--- config.mk ---
export PLATFORM = sky130hd
export DESIGN_NAME = i2c_slave_tx_sequencer
export DESIGN_NICKNAME = d
export VERILOG_FILES = /design/src/rtl/i2c_slave_tx_sequencer.sv
export SDC_FILE = /design/constraint.sdc
export NUM_CORES = 1
export LEC_CHECK = 0
export CAP_MARGIN = 15
export CORE_MARGIN = 4
export CORE_UTILIZATION = 50
export DETAILED_ROUTE_END_ITERATION = 7
export GPL_TIMING_DRIVEN = 1
export PLACE_DENSITY_LB_ADDON = 0.1
export SYNTH_ARGS = -nofsm -noshare
export SYNTH_HDL_FRONTEND = slang
export SYNTH_SLANG_ARGS = --single-unit
--- constraint.sdc ---
create_clock -name clk -period 2.5 [get_ports clk]
set_input_delay 0.5 -clock clk [delete_from_list [all_inputs] [get_ports clk]]
set_output_delay 0.5 -clock clk [all_outputs]
set_load 0.02 [all_outputs]
--- src/rtl/i2c_slave_tx_sequencer.sv ---
// I2C slave transmit sequencer: fetches register bytes, feeds the byte
// writer and runs the master ACK/NACK slot with pointer auto-increment.
module i2c_slave_tx_sequencer #(
    parameter int ADDR_WIDTH = 4
) (
    input  logic                  clk,
    input  logic                  rst_n,
    input  logic                  tx_start,
    input  logic [ADDR_WIDTH-1:0] start_ptr,
    input  logic                  stop_det,
    input  logic                  scl_i,
    input  logic                  sda_i,
    output logic                  reg_rd_en,
    output logic [ADDR_WIDTH-1:0] reg_rd_addr,
    input  logic [7:0]            reg_rd_data,
    output logic                  byte_write_en,
    output logic [7:0]            byte_write_o,
    input  logic                  byte_write_finish,
    output logic                  sda_release,
    output logic                  busy,
    output logic                  done,
    output logic                  nack_end,
    output logic [7:0]            byte_cnt
);
    typedef enum logic [2:0] {
        IDLE,
        RD_REQ,
        RD_CAP,
        SEND,
        ACK_RISE,
        ACK_FALL
    } state_t;

    state_t                state_q, state_d;
    logic [ADDR_WIDTH-1:0] ptr_q, ptr_d, ptr_inc;
    logic [ADDR_WIDTH-1:0] rd_addr_d;
    logic [7:0]            pf_q, pf_d, bw_o_d, cnt_d;
    logic                  pf_cap_q, pf_cap_d;
    logic                  ack_q, ack_d;
    logic                  scl_last, scl_rise, scl_fall;
    logic                  rd_en_d, bw_en_d, rel_d;
    logic                  busy_d, done_d, nack_d;

    assign scl_rise = ~scl_last & scl_i;
    assign scl_fall = scl_last & ~scl_i;
    assign ptr_inc  = ptr_q + ADDR_WIDTH'(1);

    always_comb begin
        state_d   = state_q;
        ptr_d     = ptr_q;
        pf_d      = pf_cap_q ? reg_rd_data : pf_q;
        pf_cap_d  = 1'b0;
        ack_d     = ack_q;
        rd_en_d   = 1'b0;
        rd_addr_d = reg_rd_addr;
        bw_en_d   = byte_write_en;
        bw_o_d    = byte_write_o;
        rel_d     = sda_release;
        busy_d    = busy;
        done_d    = 1'b0;
        nack_d    = nack_end;
        cnt_d     = byte_cnt;
        // A bus STOP/Sr overrides any finish or SCL edge in the same cycle
        if (stop_det && state_q != IDLE) begin
            state_d = IDLE;
            bw_en_d = 1'b0;
            rel_d   = 1'b1;
            done_d  = 1'b1;
            nack_d  = 1'b0;
            busy_d  = 1'b0;
        end else begin
            unique case (state_q)
                IDLE: begin
                    if (tx_start) begin
                        ptr_d     = start_ptr;
                        rd_addr_d = start_ptr;
                        rd_en_d   = 1'b1;
                        cnt_d     = 8'd0;
                        nack_d    = 1'b0;
                        busy_d    = 1'b1;
                        state_d   = RD_REQ;
                    end
                end
                RD_REQ: state_d = RD_CAP;
                RD_CAP: begin
                    bw_o_d  = reg_rd_data;
                    bw_en_d = 1'b1;
                    rel_d   = 1'b0;
                    state_d = SEND;
                end
                SEND: begin
                    if (byte_write_finish) begin
                        bw_en_d   = 1'b0;
                        rel_d     = 1'b1;
                        cnt_d     = (byte_cnt == 8'hFF) ? byte_cnt
                                                        : byte_cnt + 8'd1;
                        ptr_d     = ptr_inc;
                        rd_addr_d = ptr_inc;
                        rd_en_d   = 1'b1;
                        state_d   = ACK_RISE;
                    end
                end
                ACK_RISE: begin
                    pf_cap_d = reg_rd_en;
                    if (scl_rise) begin
                        ack_d   = ~sda_i;
                        state_d = ACK_FALL;
                    end
                end
                ACK_FALL: begin
                    if (scl_fall) begin
                        if (ack_q) begin
                            bw_o_d  = pf_q;
                            bw_en_d = 1'b1;
                            rel_d   = 1'b0;
                            state_d = SEND;
                        end else begin
                            done_d  = 1'b1;
                            nack_d  = 1'b1;
                            busy_d  = 1'b0;
                            state_d = IDLE;
                        end
                    end
                end
                default: state_d = IDLE;
            endcase
        end
    end

    always_ff @(posedge clk or negedge rst_n) begin
        if (!rst_n) begin
            state_q       <= IDLE;
            ptr_q         <= '0;
            pf_q          <= 8'd0;
            pf_cap_q      <= 1'b0;
            ack_q         <= 1'b0;
            scl_last      <= 1'b1;
            reg_rd_en     <= 1'b0;
            reg_rd_addr   <= '0;
            byte_write_en <= 1'b0;
            byte_write_o  <= 8'd0;
            sda_release   <= 1'b1;
            busy          <= 1'b0;
            done          <= 1'b0;
            nack_end      <= 1'b0;
            byte_cnt      <= 8'd0;
        end else begin
            state_q       <= state_d;
            ptr_q         <= ptr_d;
            pf_q          <= pf_d;
            pf_cap_q      <= pf_cap_d;
            ack_q         <= ack_d;
            scl_last      <= scl_i;
            reg_rd_en     <= rd_en_d;
            reg_rd_addr   <= rd_addr_d;
            byte_write_en <= bw_en_d;
            byte_write_o  <= bw_o_d;
            sda_release   <= rel_d;
            busy          <= busy_d;
            done          <= done_d;
            nack_end      <= nack_d;
            byte_cnt      <= cnt_d;
        end
    end
endmodule

==> flow_summary_export.csv, run 1 <==
group,metric,value,unit
clocking,cts_tree,"done",
worst_setup_path,timing.rr.end,"byte_cnt[3]",
hold_path,hold_class,"input port to asynchronous set/reset pin",
clocking,cts.path.max_buffers,2,
grt,grt_max_degree,41,
routing,num_vias,1739,
power,powerDensity,1060,nW/um2
worst_setup_path,cp_top_family,"simple AND/OR/NAND/NOR gates",
sta,setup_viol,0,
power,p_sw,1060,uW
floorplanning,initial_utilization,51.7,%
sta,worstMarginPinSlew,0.876,ns
grt,busiest_layer,"met2",
clocking,ctsRootBufferMaster,"clkbuf_8",
logic_synthesis,synth_area_leaders,"dfrtp_1 (46%), mux2_2 (13%), a21oi_1 (3.8%)",
cells_and_area,area_growth,31.3,%
logic_synthesis,syn_area,2080,um2
cells_and_area,seq_area,1000,um2
logic_synthesis,synth-seq-cells,40,
logic_synthesis,synth.avg_cell_area,10.5,um2
cells_and_area,instances_no_fill,303,
clocking,clk_pin_slew_worst_paths,0.07,ns
clocking,cts_buffers,5,
floorplanning,dieArea,5270,um2
grt,grt_use_total,20.5,%
routing,routed_via_density,5.74,
logic_synthesis,synthFlopType,"dfrtp_1",
clocking,cts-htree-levels,2,
logic_synthesis,synth.most_common_cell,"dfrtp_1",
grt,antenna_found_initial,0,
sta,slew_viol_final,0,
clocking,clk_latency,0.29,ns
clocking,cts_sinks,40,
sta,maxSlewHeadroom,41.6,%
grt,grtUsageMet2,32.8,%
logic_synthesis,synth-edff-count,0,
worst_setup_path,rr_startpoint,"state_q[1]",
logic_synthesis,synth_top_area_share,45.6,%
power,worst_ir_drop_vdd,0.529,mV
floorplanning,die_w,72.6,um
routing,wl,4870,um
power,seqPwrFrac,36.2,%
worst_setup_path,crit_path_top_delay_cell,"or4_1",
placement,dp_cells,295,
clocking,cts_setup_buffers,0,
floorplanning,num_rows,23,
cells_and_area,fill_cells,315,
worst_setup_path,rr_worst_depth,5,
routing,dr.pass1.iters,4,
grt,groute.layer.met1.usage,26.2,%
logic_synthesis,seq_area_frac_synth,48.1,%
logic_synthesis,syn-num-nets,219,
worst_setup_path,crit_chain,"buf_4 -> or3b_1 -> a21o_1 -> or4_1 -> a21oi_1",
logic_synthesis,synth_top_area_cell,"dfrtp_1",
worst_setup_path,cp-start-kind,"register",
cells_and_area,nets,273,
grt,met3_usage,5.68,%
grt,grt_pass1_wl,8340,um
clocking,cts_resized,0,
sta,rsz0062_at_grt,"no",
placement,port-buffer-count,44,
power,clkPwrFrac,17.9,%
worst_setup_path,cp_num_buf_inv,1,
logic_synthesis,synth_common_cells,"dfrtp_1 (38), mux2_2 (24), a21oi_1 (16), o21ai_0 (11), inv_1 (10)",
worst_setup_path,required,2.72,ns
floorplanning,ios,45,
sta,whs,0.312,ns
routing,drc,0,
sta,tns,0,ns
routing,drt_iter0_drc,108,
worst_setup_path,worstPathArrival,2.37,ns
logic_synthesis,syn-instance-count,198,
floorplanning,chipHeight,72.6,um
worst_setup_path,path_class,"register to register",
power,power_leakage,0.00117,uW
sta,fin_crit_sh,86.0,%
worst_setup_path,critPathMaxFanout,11,
flow_run,drv_cap,0,
placement,dp_hpwl,3590,um
cells_and_area,multi_input_area,996,um2
routing,wl_per_cell,16.1,um
power,power.share.combinational,45.9,%
cells_and_area,num_antenna_cells,0,
run_status,outcome,"finished clean",
sta,finalCriticalPeriod,2.15,ns
worst_setup_path,max_stage_delay,0.54,ns
sta,hold_viol,0,
worst_setup_path,end_kind,"register",
cells_and_area,drive_gt1_share,19.8,%
sta,fin_skew,0.00575,ns
power,swShare,36.7,%
power,power.internal,1830,uW
clocking,postCtsHoldBufs,0,
grt,grt_pass1_vias,1765,
logic_synthesis,yosysWarningCount,0,
worst_setup_path,worst-r2r-setup-slack,0.35,ns
sta,fmax,465,MHz
routing,final_antenna_net_count,0,
logic_synthesis,synthArstFlopShare,100,%
logic_synthesis,ys_types,47,
grt,grt_overflow,0,
floorplanning,coreArea,4030,um2
placement,place_congestion,0.887,
[stage by stage]
step	util [%]	power [uW]	instance area, um2	worst slack, ns
after floorplan	-	1830	2080	0.689
after global placement	65.2	2330	2630	0.126
after detailed placement	65.2	2390	2630	0.0811
after CTS	67.9	2920	2740	0.356
after global routing	67.9	3090	2740	0.242
final	67.9	2890	2740	0.351
[routing by layer]
layer | wire, um | share of wire, %
met5 | 0 | 0
met4 | 119 | 2.4
met3 | 230 | 4.7
met2 | 2370 | 49
met1 | 2150 | 44
[final cells by class]
cell class	instances	area share (%)
clock buffer	6	2.65
clock inverter	2	1.28
inverter	11	1.51
multi-input combinational	138	36.4
sequential	40	36.7
tap	50	2.29
timing repair buffer	56	19.2
[worst max-delay path by stage]
stage	endpoint	slack, ns	depth (start not counted)	startpoint
after floorplan	byte_write_o[0]	0.69	4	stop_det
after global placement	byte_write_o[0]	0.13	6	stop_det
after detailed placement	byte_cnt[7]	0.08	6	stop_det
after CTS	byte_cnt[7]	0.36	5	state_q[1]
after global routing	byte_cnt[7]	0.24	5	state_q[1]
final	byte_cnt[3]	0.35	5	state_q[1]
[power groups by stage]
stage          clock, uW  combinational, uW  sequential, uW
6_report             518               1330            1050
2_1_floorplan          0                639            1190
3_5_place_dp           0               1330            1060
3_3_place_gp           0               1290            1040
5_1_grt              565               1440            1080
4_1_cts              534               1340            1050
[placed cells by master, fill, tap and decap left out, types with 4 or more instances in the layout]
cell / instances
clkbuf_8: 5
clkdlybuf4s50_1: 43
a21oi_1: 16
o21ai_0: 11
nor3_1: 4
inv_1: 10
mux2_2: 24
buf_4: 12
nand2b_1: 4
dfrtp_1: 38
nor2b_1: 4
nor2_1: 8
nand2_1: 9
nand3_1: 7
[state kept, by name (all words and copies together), names as in the netlist]
signal         cells
ack_q              1
busy               1
byte_cnt           8
byte_write_en      1
byte_write_o       8
done               1
nack_end           1
pf_cap_q           1
pf_q               8
ptr_q              4
reg_rd_en          1
scl_last           1
sda_release        1
state_q            3
[kinds of logic after synthesis]
| kind of cell | Yosys count | share of synthesized area [%] |
|---|---|---|
| simple gates | 60 | 16.6 |
| fa+ha+maj | 2 | 1.20 |
| buf+inv | 20 | 4.08 |
| flops | 40 | 48.1 |
| compound gates | 49 | 15.5 |
| mux | 27 | 14.4 |
No activity file was read; power rests on OpenSTA's default activity.
==> run 2, diff against run 1 <==
--- a/config.mk
+++ b/config.mk
@@ -6,6 +6,7 @@
 export NUM_CORES = 1
 export LEC_CHECK = 0
 export CAP_MARGIN = 15
+export CORE_ASPECT_RATIO = 1.75
 export CORE_MARGIN = 4
 export CORE_UTILIZATION = 50
 export DETAILED_ROUTE_END_ITERATION = 7
==> run 2 against run 1 <==
Clock skew is 0.0040 ns higher. First-iteration DRC count is 58% lower. Maximum frequency decreased by 3.9%. Routed wire length increased by 2.6%. Sequential power about the same. Cell area decreased by 0.91%. Critical path depth fell by 1. Register-to-register slack got worse by 0.07 ns. Sequential share of layout area grew 0.34 points. Total power up 0.72%. Combinational power barely moved. Critical path type is now input port to register. Highest routed layer unchanged.
==> flow_summary_export.csv, run 2 (synthesis results as in run 1) <==
group,metric,value,unit
cells_and_area,fin_util,68.8,%
power,powerDensity,1070,nW/um2
worst_setup_path,end_kind,"register",
floorplanning,die_w,56.8,um
clocking,cts_setup_buffers,0,
clocking,cts_tree,"done",
placement,place_congestion,0.916,
cells_and_area,num_antenna_cells,0,
routing,final_antenna_net_count,0,
grt,grt_max_degree,41,
sta,fin_crit_sh,89.5,%
hold_path,hold_class,"input port to asynchronous set/reset pin",
flow_run,drv_cap,0,
grt,grt_overflow,0,
routing,drt_iter0_drc,45,
cells_and_area,nets,269,
sta,setup_viol,0,
cells_and_area,drive_gt1_share,18.9,%
sta,rsz0062_at_grt,"no",
grt,grt_use_total,20.6,%
floorplanning,num_rows,30,
sta,fmax,447,MHz
grt,antenna_found_initial,0,
floorplanning,dieArea,5310,um2
sta,slew_viol_final,0,
worst_setup_path,worstPathArrival,2.42,ns
placement,port-buffer-count,44,
clocking,cts_sinks,40,
clocking,cts-htree-levels,2,
worst_setup_path,cp-start-kind,"input port",
cells_and_area,seq_area,1000,um2
clocking,cts.path.max_buffers,2,
cells_and_area,mostFrequentLayoutCell,"clkdlybuf4s50_1",
sta,fin_skew,0.00973,ns
run_status,outcome,"finished clean",
cells_and_area,layout_common_cells,"clkdlybuf4s50_1 (43), dfrtp_1 (38), mux2_2 (24), a21oi_1 (16), o21ai_0 (11)",
floorplanning,coreArea,3940,um2
cells_and_area,fill_cells,330,
worst_setup_path,required,2.68,ns
sta,worstMarginPinSlew,0.879,ns
power,fin_total_pwr,2910,uW
placement,dp_hpwl,3760,um
clocking,clk_latency,0.30,ns
routing,wl_per_cell,16.8,um
cells_and_area,postLayoutCellArea,2710,um2
routing,dr.pass1.iters,4,
sta,hold_viol,0,
clocking,clk_pin_slew_worst_paths,0.08,ns
floorplanning,ios,45,
cells_and_area,area_growth,30.1,%
clocking,cts_resized,0,
placement,dpl_cell_area,2600,um2
routing,num_vias,1752,
worst_setup_path,critPathMaxFanout,10,
grt,grt_pass1_vias,1921,
clocking,postCtsHoldBufs,0,
routing,drc,0,
floorplanning,chipHeight,93.4,um
power,power_leakage,0.00115,uW
cells_and_area,largestRegisters,"byte_cnt: 8 flops, byte_write_o: 8 flops, pf_q: 8 flops",
cells_and_area,multi_input_area,996,um2
routing,wl,5000,um
floorplanning,initial_utilization,52.9,%
routing,routed_via_density,5.90,
worst_setup_path,path_class,"input port to register",
clocking,ctsRootBufferMaster,"clkbuf_8",
grt,grt_pass1_wl,8750,um
power,worst_ir_drop_vdd,0.675,mV
clocking,cts_buffers,5,
sta,whs,0.320,ns
sta,finalCriticalPeriod,2.24,ns
sta,maxSlewHeadroom,41.4,%
run 2: cell types whose count changed in the layout (fill, tap and decap cells not counted):
cell	change
clkbuf_1	-1
inv_6	+1
clkinv_2	-1
clkinvlp_4	+1
buf_4	-4
run 2: path summary, 6_finish.rpt:
kind	start	endpoint	slack (ns)	depth (start not counted)
worst max register to register	state_q[0]	byte_write_o[5]	0.28	4
worst max-delay path	stop_det	byte_write_o[5]	0.26	4
worst min register to register	sda_release	sda_release	0.47	2
worst min-delay path	rst_n	pf_q[6]	0.32	1
min in group clk	sda_release	sda_release	0.47	2
max in group asynchronous	rst_n	byte_cnt[3]	1.64	1
run 2: stage by stage:
stage	instances	setup slack, ns	TNS, ns
5_1_grt	297	0.137	0
3_3_place_gp	289	0.102	0
4_1_cts	297	0.276	0
2_1_floorplan	198	0.689	0
3_5_place_dp	289	-0.0245	-0.114
6_report	297	0.264	0
run 2: per-layer routing:
metal / GRT usage (%) / vias to the layer above / routed length (um)
met3: 4.97 / 9 / 235
met4: 8.12 / 0 / 82
met1: 21.1 / 858 / 1800
met2: 39.1 / 58 / 2870
li1: - / 827 / -
met5: 0 / - / 0
run 2: area by class of cell:
class	instances	area share (%)
Tap cell	48	2.22
Sequential cell	40	37.0
Timing Repair Buffer	52	18.3
Multi-Input combinational cell	138	36.7
Clock inverter	3	1.71
Inverter	11	1.52
Clock buffer	5	2.54
run 2: where the power goes:
| group | switching [uW] | internal, uW |
|---|---|---|
| combinational | 637 | 662 |
| clock | 247 | 301 |
| sequential | 200 | 866 |
run 2: critical path, cell delays in order:
cell and delay, ns:
clkdlybuf4s50_1 0.64, o21ai_0 0.26, a311oi_4 0.61, mux2_2 0.41
